<file path="config.mk">
export PLATFORM = sky130hd
export DESIGN_NAME = ps2_host_tx
export DESIGN_NICKNAME = d
export VERILOG_FILES = /design/src/rtl/ps2_host_tx.sv
export SDC_FILE = /design/constraint.sdc
export NUM_CORES = 1
export LEC_CHECK = 0
export BUFFER_PORTS_ARGS = -buffer_cell sky130_fd_sc_hd__buf_2
export CAP_MARGIN = 20
export CORE_MARGIN = 1
export CORE_UTILIZATION = 56
export CTS_CLUSTER_DIAMETER = 100
export DETAILED_ROUTE_END_ITERATION = 7
export PLACE_DENSITY = 0.77
export SLEW_MARGIN = 20
export SYNTH_ARGS = -nofsm -noshare
export SYNTH_HDL_FRONTEND = slang
export SYNTH_SLANG_ARGS = --single-unit
</file>
<file path="constraint.sdc">
create_clock -name clk50 -period 2.3 [get_ports clk50]
set_input_delay 0.115 -clock clk50 [delete_from_list [all_inputs] [get_ports clk50]]
set_output_delay 0.115 -clock clk50 [all_outputs]
set_load 0.05 [all_outputs]
</file>
<file path="src/rtl/ps2_host_tx.sv">
// ---------------------------------------------------------------------------
// ps2_host_tx
//
// Host-to-device PS/2 transmitter. Sends one command byte (e.g. 0xED set-LEDs,
// 0xFF reset) to the keyboard over the shared PS2_CLK/PS2_DAT lines. The lines
// are driven open-drain through active-high pull-low enables; the keyboard
// receiver next to this block keeps its own view of the raw pins.
//
// Frame on the wire: start(0), 8 data bits LSB first, odd parity, stop(1),
// then the device ACK bit. The host inhibits the bus by holding PS2_CLK low,
// asserts the start bit, releases the clock and then changes data only in the
// cycle after a detected falling edge of the (synchronized) device clock.
//
// Parameters
//   INHIBIT_CYCLES  clk50 cycles PS2_CLK is held low before release (>= 2)
//   START_TIMEOUT   max cycles from clock release to the first device fall
//   FRAME_TIMEOUT   max cycles from the first device fall to bus idle
//
// Build option
//   PS2_TX_ACK_CHECK_EN  when defined, the ACK bit sampled at fall 11 must be
//                        0, otherwise tx_error pulses instead of tx_done. When
//                        undefined, fall 11 is still awaited but its data
//                        value is ignored.
//
// Ports
//   clk50       in   system clock, 50 MHz
//   reset_kb    in   asynchronous reset, active-low
//   tx_data     in   [7:0] command byte, captured when tx_start is accepted
//   tx_start    in   transmit request, accepted only while tx_busy = 0
//   tx_busy     out  high from the accept cycle through the done/error pulse
//   tx_done     out  one-cycle pulse: frame sent (and ACKed when checked)
//   tx_error    out  one-cycle pulse: timeout or missing ACK
//   ps2_clk_in  in   raw PS2_CLK pin level (asynchronous)
//   ps2_dat_in  in   raw PS2_DAT pin level (asynchronous)
//   ps2_clk_oe  out  1 = pull PS2_CLK low, 0 = release
//   ps2_dat_oe  out  1 = pull PS2_DAT low, 0 = release
// ---------------------------------------------------------------------------
module ps2_host_tx #(
    parameter int INHIBIT_CYCLES = 5000,
    parameter int START_TIMEOUT  = 750000,
    parameter int FRAME_TIMEOUT  = 100000
) (
    input  logic       clk50,
    input  logic       reset_kb,
    input  logic [7:0] tx_data,
    input  logic       tx_start,
    output logic       tx_busy,
    output logic       tx_done,
    output logic       tx_error,
    input  logic       ps2_clk_in,
    input  logic       ps2_dat_in,
    output logic       ps2_clk_oe,
    output logic       ps2_dat_oe
);

    // One counter serves both the inhibit interval and the start timeout.
    localparam int CNT_MAX_C = (START_TIMEOUT > INHIBIT_CYCLES) ? START_TIMEOUT : INHIBIT_CYCLES;
    localparam int CNT_W_C   = $clog2(CNT_MAX_C + 2);
    localparam int FRM_W_C   = $clog2(FRAME_TIMEOUT + 2);

    localparam logic [CNT_W_C-1:0] CNT_ONE_C  = {{(CNT_W_C-1){1'b0}}, 1'b1};
    localparam logic [CNT_W_C-1:0] CNT_SAT_C  = {CNT_W_C{1'b1}};
    localparam logic [CNT_W_C-1:0] INH_DAT_C  = CNT_W_C'(INHIBIT_CYCLES - 2);
    localparam logic [CNT_W_C-1:0] INH_END_C  = CNT_W_C'(INHIBIT_CYCLES - 1);
    localparam logic [CNT_W_C-1:0] START_TO_C = CNT_W_C'(START_TIMEOUT);
    localparam logic [FRM_W_C-1:0] FRM_ONE_C  = {{(FRM_W_C-1){1'b0}}, 1'b1};
    localparam logic [FRM_W_C-1:0] FRM_SAT_C  = {FRM_W_C{1'b1}};
    localparam logic [FRM_W_C-1:0] FRAME_TO_C = FRM_W_C'(FRAME_TIMEOUT);

    typedef enum logic [2:0] {
        ST_IDLE      = 3'd0,
        ST_INHIBIT   = 3'd1,
        ST_REQ       = 3'd2,
        ST_SHIFT     = 3'd3,
        ST_ACK       = 3'd4,
        ST_WAIT_IDLE = 3'd5,
        ST_DONE      = 3'd6,
        ST_ERR       = 3'd7
    } state_t;

    // Odd parity bit: makes the total count of ones over data+parity odd.
    function automatic logic odd_parity(input logic [7:0] d);
        return ~(^d);
    endfunction

    state_t               state_r;
    logic [9:0]           shift_r;
    logic [CNT_W_C-1:0]   cnt_r;
    logic [FRM_W_C-1:0]   frm_r;
    logic [3:0]           bit_idx_r;

    logic clk_meta_r, clk_sync_r, clk_prev_r;
    logic dat_meta_r, dat_sync_r;
    logic fall_s;

    // Two-flop synchronizers for the raw pins plus previous-clock history.
    // Idle bus level is high, so reset to 1 to avoid a phantom falling edge.
    always_ff @(posedge clk50 or negedge reset_kb) begin
        if (!reset_kb) begin
            clk_meta_r <= 1'b1;
            clk_sync_r <= 1'b1;
            clk_prev_r <= 1'b1;
            dat_meta_r <= 1'b1;
            dat_sync_r <= 1'b1;
        end else begin
            clk_meta_r <= ps2_clk_in;
            clk_sync_r <= clk_meta_r;
            clk_prev_r <= clk_sync_r;
            dat_meta_r <= ps2_dat_in;
            dat_sync_r <= dat_meta_r;
        end
    end

    assign fall_s = clk_prev_r & ~clk_sync_r;

    // Transmit sequencer: owns all outputs, the shift register and timers.
    always_ff @(posedge clk50 or negedge reset_kb) begin
        if (!reset_kb) begin
            state_r    <= ST_IDLE;
            shift_r    <= 10'd0;
            cnt_r      <= '0;
            frm_r      <= '0;
            bit_idx_r  <= 4'd0;
            tx_busy    <= 1'b0;
            tx_done    <= 1'b0;
            tx_error   <= 1'b0;
            ps2_clk_oe <= 1'b0;
            ps2_dat_oe <= 1'b0;
        end else begin
            // Pulses are high only in the cycle after they are set.
            tx_done  <= 1'b0;
            tx_error <= 1'b0;
            case (state_r)
                ST_IDLE: begin
                    if (tx_start) begin
                        shift_r    <= {1'b1, odd_parity(tx_data), tx_data};
                        cnt_r      <= '0;
                        tx_busy    <= 1'b1;
                        ps2_clk_oe <= 1'b1;
                        state_r    <= ST_INHIBIT;
                    end else begin
                        tx_busy <= 1'b0;
                    end
                end

                // Clock held low; start bit goes out one cycle before release.
                ST_INHIBIT: begin
                    if (cnt_r >= INH_END_C) begin
                        ps2_dat_oe <= 1'b1;
                        ps2_clk_oe <= 1'b0;
                        cnt_r      <= '0;
                        state_r    <= ST_REQ;
                    end else begin
                        if (cnt_r == INH_DAT_C) begin
                            ps2_dat_oe <= 1'b1;
                        end else begin
                            ps2_dat_oe <= ps2_dat_oe;
                        end
                        cnt_r <= cnt_r + CNT_ONE_C;
                    end
                end

                // Waiting for the device to start clocking; fall 1 sends bit 0.
                ST_REQ: begin
                    if (cnt_r > START_TO_C) begin
                        tx_error   <= 1'b1;
                        ps2_clk_oe <= 1'b0;
                        ps2_dat_oe <= 1'b0;
                        state_r    <= ST_ERR;
                    end else if (fall_s) begin
                        ps2_dat_oe <= ~shift_r[0];
                        shift_r    <= {1'b0, shift_r[9:1]};
                        bit_idx_r  <= 4'd0;
                        frm_r      <= '0;
                        state_r    <= ST_SHIFT;
                    end else begin
                        cnt_r <= (cnt_r == CNT_SAT_C) ? cnt_r : cnt_r + CNT_ONE_C;
                    end
                end

                // Falls 2..10 drive bits 1..9; the stop bit (1) releases data.
                ST_SHIFT: begin
                    if (frm_r > FRAME_TO_C) begin
                        tx_error   <= 1'b1;
                        ps2_clk_oe <= 1'b0;
                        ps2_dat_oe <= 1'b0;
                        state_r    <= ST_ERR;
                    end else begin
                        frm_r <= (frm_r == FRM_SAT_C) ? frm_r : frm_r + FRM_ONE_C;
                        if (fall_s) begin
                            ps2_dat_oe <= ~shift_r[0];
                            shift_r    <= {1'b0, shift_r[9:1]};
                            bit_idx_r  <= bit_idx_r + 4'd1;
                            if (bit_idx_r == 4'd8) begin
                                state_r <= ST_ACK;
                            end else begin
                                state_r <= ST_SHIFT;
                            end
                        end else begin
                            state_r <= ST_SHIFT;
                        end
                    end
                end

                // Fall 11 carries the device ACK on the data line.
                ST_ACK: begin
                    if (frm_r > FRAME_TO_C) begin
                        tx_error   <= 1'b1;
                        ps2_clk_oe <= 1'b0;
                        ps2_dat_oe <= 1'b0;
                        state_r    <= ST_ERR;
                    end else begin
                        frm_r <= (frm_r == FRM_SAT_C) ? frm_r : frm_r + FRM_ONE_C;
                        if (fall_s) begin
`ifdef PS2_TX_ACK_CHECK_EN
                            if (dat_sync_r) begin
                                tx_error   <= 1'b1;
                                ps2_clk_oe <= 1'b0;
                                ps2_dat_oe <= 1'b0;
                                state_r    <= ST_ERR;
                            end else begin
                                state_r <= ST_WAIT_IDLE;
                            end
`else
                            state_r <= ST_WAIT_IDLE;
`endif
                        end else begin
                            state_r <= ST_ACK;
                        end
                    end
                end

                // Device must let both lines float high before we report done.
                ST_WAIT_IDLE: begin
                    if (frm_r > FRAME_TO_C) begin
                        tx_error   <= 1'b1;
                        ps2_clk_oe <= 1'b0;
                        ps2_dat_oe <= 1'b0;
                        state_r    <= ST_ERR;
                    end else if (clk_sync_r && dat_sync_r) begin
                        tx_done <= 1'b1;
                        state_r <= ST_DONE;
                    end else begin
                        frm_r <= (frm_r == FRM_SAT_C) ? frm_r : frm_r + FRM_ONE_C;
                    end
                end

                // Pulse cycle: busy still high here, so tx_start is ignored.
                ST_DONE: begin
                    tx_busy <= 1'b0;
                    state_r <= ST_IDLE;
                end

                ST_ERR: begin
                    tx_busy    <= 1'b0;
                    ps2_clk_oe <= 1'b0;
                    ps2_dat_oe <= 1'b0;
                    state_r    <= ST_IDLE;
                end

                default: begin
                    tx_busy    <= 1'b0;
                    ps2_clk_oe <= 1'b0;
                    ps2_dat_oe <= 1'b0;
                    state_r    <= ST_IDLE;
                end
            endcase
        end
    end

endmodule

</file>
Word-level counts from Yosys, hierarchy flattened
Cells that the tools add are included.
Widths: inputs -> output; s select.
{"block": "word_totals", "regBits": 64, "latchBits": 0, "ram_bits": 0, "rom_bits": 0, "inputBits": 13, "output_inout_bits": 5, "elab_cells": 128, "memories": 0}
{"block": "classes", "addsub": 3, "n_mul": 0, "div_mod_pow": 0, "order_cmp": 3, "n_eq_ne": 28, "shifts": 0, "mux": 54, "n_bitwise": 4, "reduce_logical": 21}
{"op": "$mux 17", "n": 6}
{"op": "$mux 20", "n": 5}
{"op": "$pmux 20 s3", "n": 1}
{"op": "$pmux 17 s3", "n": 1}
{"op": "$mux 10", "n": 4}
{"op": "$pmux 10 s3", "n": 1}
{"op": "$mux 3", "n": 9}
{"op": "$ne 2x2->1 const B", "n": 12}
{"op": "$pmux 3 s7", "n": 1}
{"op": "$add 20x1->20 const B", "n": 1}
{"op": "$eq 20x13->1 const B", "n": 1}
{"op": "$eq 20x20->1 const B", "n": 1}
{"op": "$ge 20x13->1 const B", "n": 1}
{"op": "$gt 20x20->1 const B", "n": 1}
{"op": "$add 17x1->17 const B", "n": 1}
{"op": "$eq 17x17->1 const B", "n": 1}
{"op": "$gt 17x17->1 const B", "n": 1}
{"op": "$mux 1", "n": 16}
{"op": "$mux 4", "n": 4}
{"op": "$reduce_and 5->1", "n": 3}
{"op": "$eq 3x3->1 const B", "n": 4}
{"op": "$pmux 1 s5", "n": 2}
{"op": "$reduce_bool 5->1", "n": 2}
{"op": "$ne 3x3->1 const B", "n": 3}
{"op": "other kinds (20)", "n": 31}

Logic depth before layout (Yosys ltp)
{"block": "logic_depth", "word_depth": 5, "ltp_mapped": 12, "mapped_depth_nobuf": 10}

Worst setup path after synthesis
OpenSTA, ideal clock, no wires.
{"block": "synth_path", "path_kind": "register to register", "from": "register frm_r[10]", "to": "register frm_r[9]", "setup_ps": 77, "arrival_time_ps": 2485, "required_ps": 2223, "path_slack_ps": -262, "stages_incl_launch_ff": 12, "path_buffers": 1, "synth_period_minus_slack_ps": 2562, "path_cell_list": "dfrtp_1 > and2_1 > and3_1 > and3_1 > and3_1 > ha_1 > o32ai_2 > or2_1 > buf_4 > o211ai_2 > or4_1 > a21oi_1"}
{"block": "synth_between", "elab_chain_cells": 5, "elab_cells_between_ends": 10, "classes_between": "order compare (1); eq/ne (3); mux (5); reduce/logical (1)"}
{"item": "from (decl)", "line_no": "89", "rtl": "logic [FRM_W_C-1:0] frm_r;"}
{"item": "from (signal assigned)", "line_no": "189", "rtl": "frm_r <= (frm_r == FRM_SAT_C) ? frm_r : frm_r + FRM_ONE_C;"}
{"item": "from (signal assigned)", "line_no": "213", "rtl": "frm_r <= (frm_r == FRM_SAT_C) ? frm_r : frm_r + FRM_ONE_C;"}
{"item": "from (signal assigned)", "line_no": "244", "rtl": "frm_r <= (frm_r == FRM_SAT_C) ? frm_r : frm_r + FRM_ONE_C;"}
{"item": "parallel branches: the longest is 5 deep, another holds $gt 17x17->1"}
Several ways; the timed one is not identified. The select of a mux whose other input is x is not followed.
A chain may end at the register's enable or synchronous reset.

Worst setup path in the final report
{"block": "layout_path", "from": "register frm_r[9]", "to": "register frm_r[14]"}
{"block": "layout_between", "elab_chain_cells": 5, "elab_cells_between_ends": 11, "classes_between": "add/sub (1); order compare (1); eq/ne (3); mux (5); reduce/logical (1)"}
{"item": "$add 17x1->17 / $eq 17x17->1 (equally long branches)", "line_no": "189, 213, 244"}
{"item": "$mux 17", "line_no": "189, 213, 244"}
{"item": "$mux 17", "line_no": "240", "rtl": "end else if (clk_sync_r && dat_sync_r) begin"}
{"item": "$mux 17", "line_no": "235", "rtl": "if (frm_r > FRAME_TO_C) begin"}
{"item": "$pmux 17 s3", "line_no": "133", "rtl": "case (state_r)"}
Parallel ways exist; a longest one is shown, timed or not. The select of a mux whose other input is x is not followed.

==> impl_metrics.toml <==
[synth]
synthCells = 429
avgSynthCellArea_um2 = 8.86
async_flop_share_pct = 100
ys_seq_area_share_pct = 42.3
synth-edff-count = 0
ys_ff_latch = 64
ys.flop_type = "dfrtp_1"
syn_nets = 450
synth_area_um2 = 3800
ys_types = 62
yosysWarnings = 0

[sta]
fin_crit_ns = 2.47
drv_slew = 0
finalCritPeriodShare_pct = 107
clock.fmax_ghz = 0.405
rsz0062_at_grt = "yes"
worst_slew_margin_rel_pct = 53.5
worst_pin_slew_ns = 0.697
setup_violations = 13
clock_skew_ns = 0.0110
setup_slack_ns = -0.167
timing_hold_violations_final = 0

[global_route]
antenna_found_initial = 0
grt_pass1_vias = 3379
grt_pass1_wl_um = 15300
grt_usage_pct = 26.8
grt_max_degree = 37
gr-total-overflow = 0

[setup_path]
critPathLaunchType = "register"
criticalPathCategory = "reg -> reg"
crit_path_end_kind = "register"
cp.required_ns = 2.57
reg2reg_to = "frm_r[14]"
path_common_cell = "and3_4"
cpPeakStageDelay_ns = 0.41
crit_arrival_ns = 2.74
crit_slowest_cell = "or3_1"
cp_cell_sequence = "and2_4 > and3_4 > and3_4 > and3_4 > ha_4 > o32ai_4 > or2_4 > buf_12 > nand4_1 > or3_1 > a21oi_2"
worstReg2RegStart = "frm_r[9]"
reg2reg_slack_ns = -0.17
crit_path_max_fanout = 9
rr_worst_depth = 11

[detailed_routing]
first_pass_iters = 6
wl_per_cell_um = 16.1
remaining_drc_errors = 2
num_vias = 3535
vias_per_cell = 6.19
ant_nets = 0
drt_iter0_markers = 202
routed_wl_um = 9210

[floorplanning]
row_count = 29
die_h_um = 84.4
ioPinCount = 18
core_um2 = 6460
start_util_pct = 58.8
die_x_um = 84.4
die-area_um2 = 7120

[place]
dpl.hpwl_um = 6200
post-place-ws_ns = -0.136
place_congestion = 0.959
port_buffers = 17

[layout]
nFillCells = 477
drive_above_1_share_pct = 24.9
fin_util_pct = 71.3
final_cell_mix = "61 x o21ai_0, 58 x dfrtp_1, 49 x buf_4, 40 x nand2_1, 23 x a21oi_1"
area_delta_synth_final_pct = 21.3
n_antenna_cell = 0
final_common_cell = "o21ai_0"
final_nets = 510

[status]
violations = "DRC, setup timing"
outcome = "finished with violations"

[clocking]
clk_latency_ns = 0.34
clock-root-buffer = "clkbuf_8"
cts_buffers = 9
clock-sinks = 64
cts_max_path_buffers = 2
clkTransAtPathRegs_ns = 0.07
cts_tree = "yes"
htreeDepth = 3

[hold_path]
hp-start = "tx_data[5]"
min_path_cells = 3
hold_end = "shift_r[5]"
hold_class = "in -> reg"

[pwr]
p_leak_nw = 2.00
ir_drop_uv = 607
powerDensity_nw_per_um2 = 959

[run]
maxCapViolCount = 0
## per-layer routing
metal / wire (um) / vias to the layer above / global-route usage, %
met3: 436 / 22 / 5.11
met2: 4550 / 102 / 45.9
met4: 229 / 0 / 11.4
met5: 0 / - / 0
li1: - / 1710 / -
met1: 3990 / 1701 / 33.5
## registers in the layout, summed over array words and instances (netlist names)
signal / flops
tx_done: 1
tx_error: 1
frm_r: 17
tx_busy: 1
bit_idx_r: 4
cnt_r: 20
dat_sync_r: 1
ps2_dat_oe: 1
clk_sync_r: 1
dat_meta_r: 1
shift_r: 10
clk_prev_r: 1
clk_meta_r: 1
state_r: 3
ps2_clk_oe: 1
## layout make-up
| class | count | area [um^2] | share of cell area [%] |
|---|---|---|---|
| clock buffers | 14 | 183 | 3.96 |
| multi-input cells | 331 | 2130 | 46.3 |
| inverters | 11 | 41.3 | 0.896 |
| flip-flops and latches | 64 | 1610 | 34.9 |
| well taps | 77 | 96.3 | 2.09 |
| repair buffers | 72 | 534 | 11.6 |
| clock inverters | 2 | 12.5 | 0.272 |
## kinds of logic (layout without fill, tap and decap cells)
logic type | after synthesis | after routing | synth area share [%]
XOR/XNOR | 7 | 7 | 1.61
AND/OR/NAND/NOR | 173 | 173 | 25.1
flip-flops | 64 | 64 | 42.3
buffers and inverters | 34 | 99 | 4.48
adder cells (fa/ha/maj) | 8 | 8 | 2.63
multiplexers | 8 | 8 | 2.11
AO/OA/AOI/OAI | 135 | 135 | 21.8
## worst max-delay path, delay by kind of cell, from the launching register on
| family | cells | cell delay [ns] |
|---|---|---|
| AO/OA/AOI/OAI | 2 | 0.35 |
| buffers and inverters | 1 | 0.12 |
| flip-flops | 1 | 0.38 |
| AND/OR/NAND/NOR | 7 | 1.39 |
| adder cells (fa/ha/maj) | 1 | 0.17 |
## Yosys cell counts (all sizes together), types with 3 or more instances
cell | instances | share of area (%)
nand4 | 12 | 2.1
clkbuf | 7 | 0.69
nor4 | 4 | 0.66
mux2i | 8 | 2.1
nand3 | 19 | 2.5
o21ai | 65 | 8.7
nand2 | 41 | 4.1
and3 | 15 | 2.6
xnor2 | 6 | 1.4
a21oi | 30 | 4.3
ha | 8 | 2.6
nor2 | 22 | 2.2
or3 | 15 | 2.5
or2 | 3 | 0.49
a31oi | 6 | 0.99
nor2b | 5 | 0.82
nor3 | 7 | 1.1
and2 | 6 | 0.99
or4 | 4 | 0.89
o41ai | 4 | 0.92
buf | 16 | 2.7
a211o | 3 | 0.69
o211ai | 4 | 1.1
dfstp | 5 | 3.5
inv | 11 | 1.1
nor3b | 3 | 0.59
o31ai | 12 | 2.4
dfrtp | 59 | 39
nand2b | 7 | 1.2
## worst max path at each step
stage	startpoint	endpoint	slack, ns	cells past startpoint
floorplan	frm_r[9]	frm_r[6]	-0.09	12
global placement	frm_r[9]	frm_r[9]	-0.06	10
detailed placement	frm_r[9]	frm_r[12]	-0.14	11
CTS	frm_r[10]	frm_r[4]	-0.13	11
global route	frm_r[0]	frm_r[14]	-0.27	11
finish	frm_r[9]	frm_r[14]	-0.17	11
## metrics by stage
stage	hold slack (ns)	instances	instance area, um^2	power, mW	TNS, ns
floorplan	-0.181	429	3840	2.87	-0.165
global placement	0.201	545	4250	3.31	-0.389
detailed placement	0.201	545	4250	3.38	-1.27
CTS	0.0824	567	4490	4.35	-1.36
global route	0.0867	571	4610	4.72	-2.38
finish	0.0896	571	4610	4.42	-1.07
## power breakdown
part,internal [mW],leakage [nW],switching (mW)
Sequential,1.33,0.838,0.158
Clock,0.508,0.0987,0.435
Combinational,0.830,1.06,1.16
Total,2.66,2.00,1.76
## timing repair
item	4_1_cts	5_1_grt
endpoints found under the hold margin	30	0
resized for setup	1	17
setup buffers	3	4
gates cloned	0	0
pin swaps	6	18
endpoints found under the setup margin	17	42
hold buffers	3	0
Note: power is estimated with default switching activity, not from simulation.
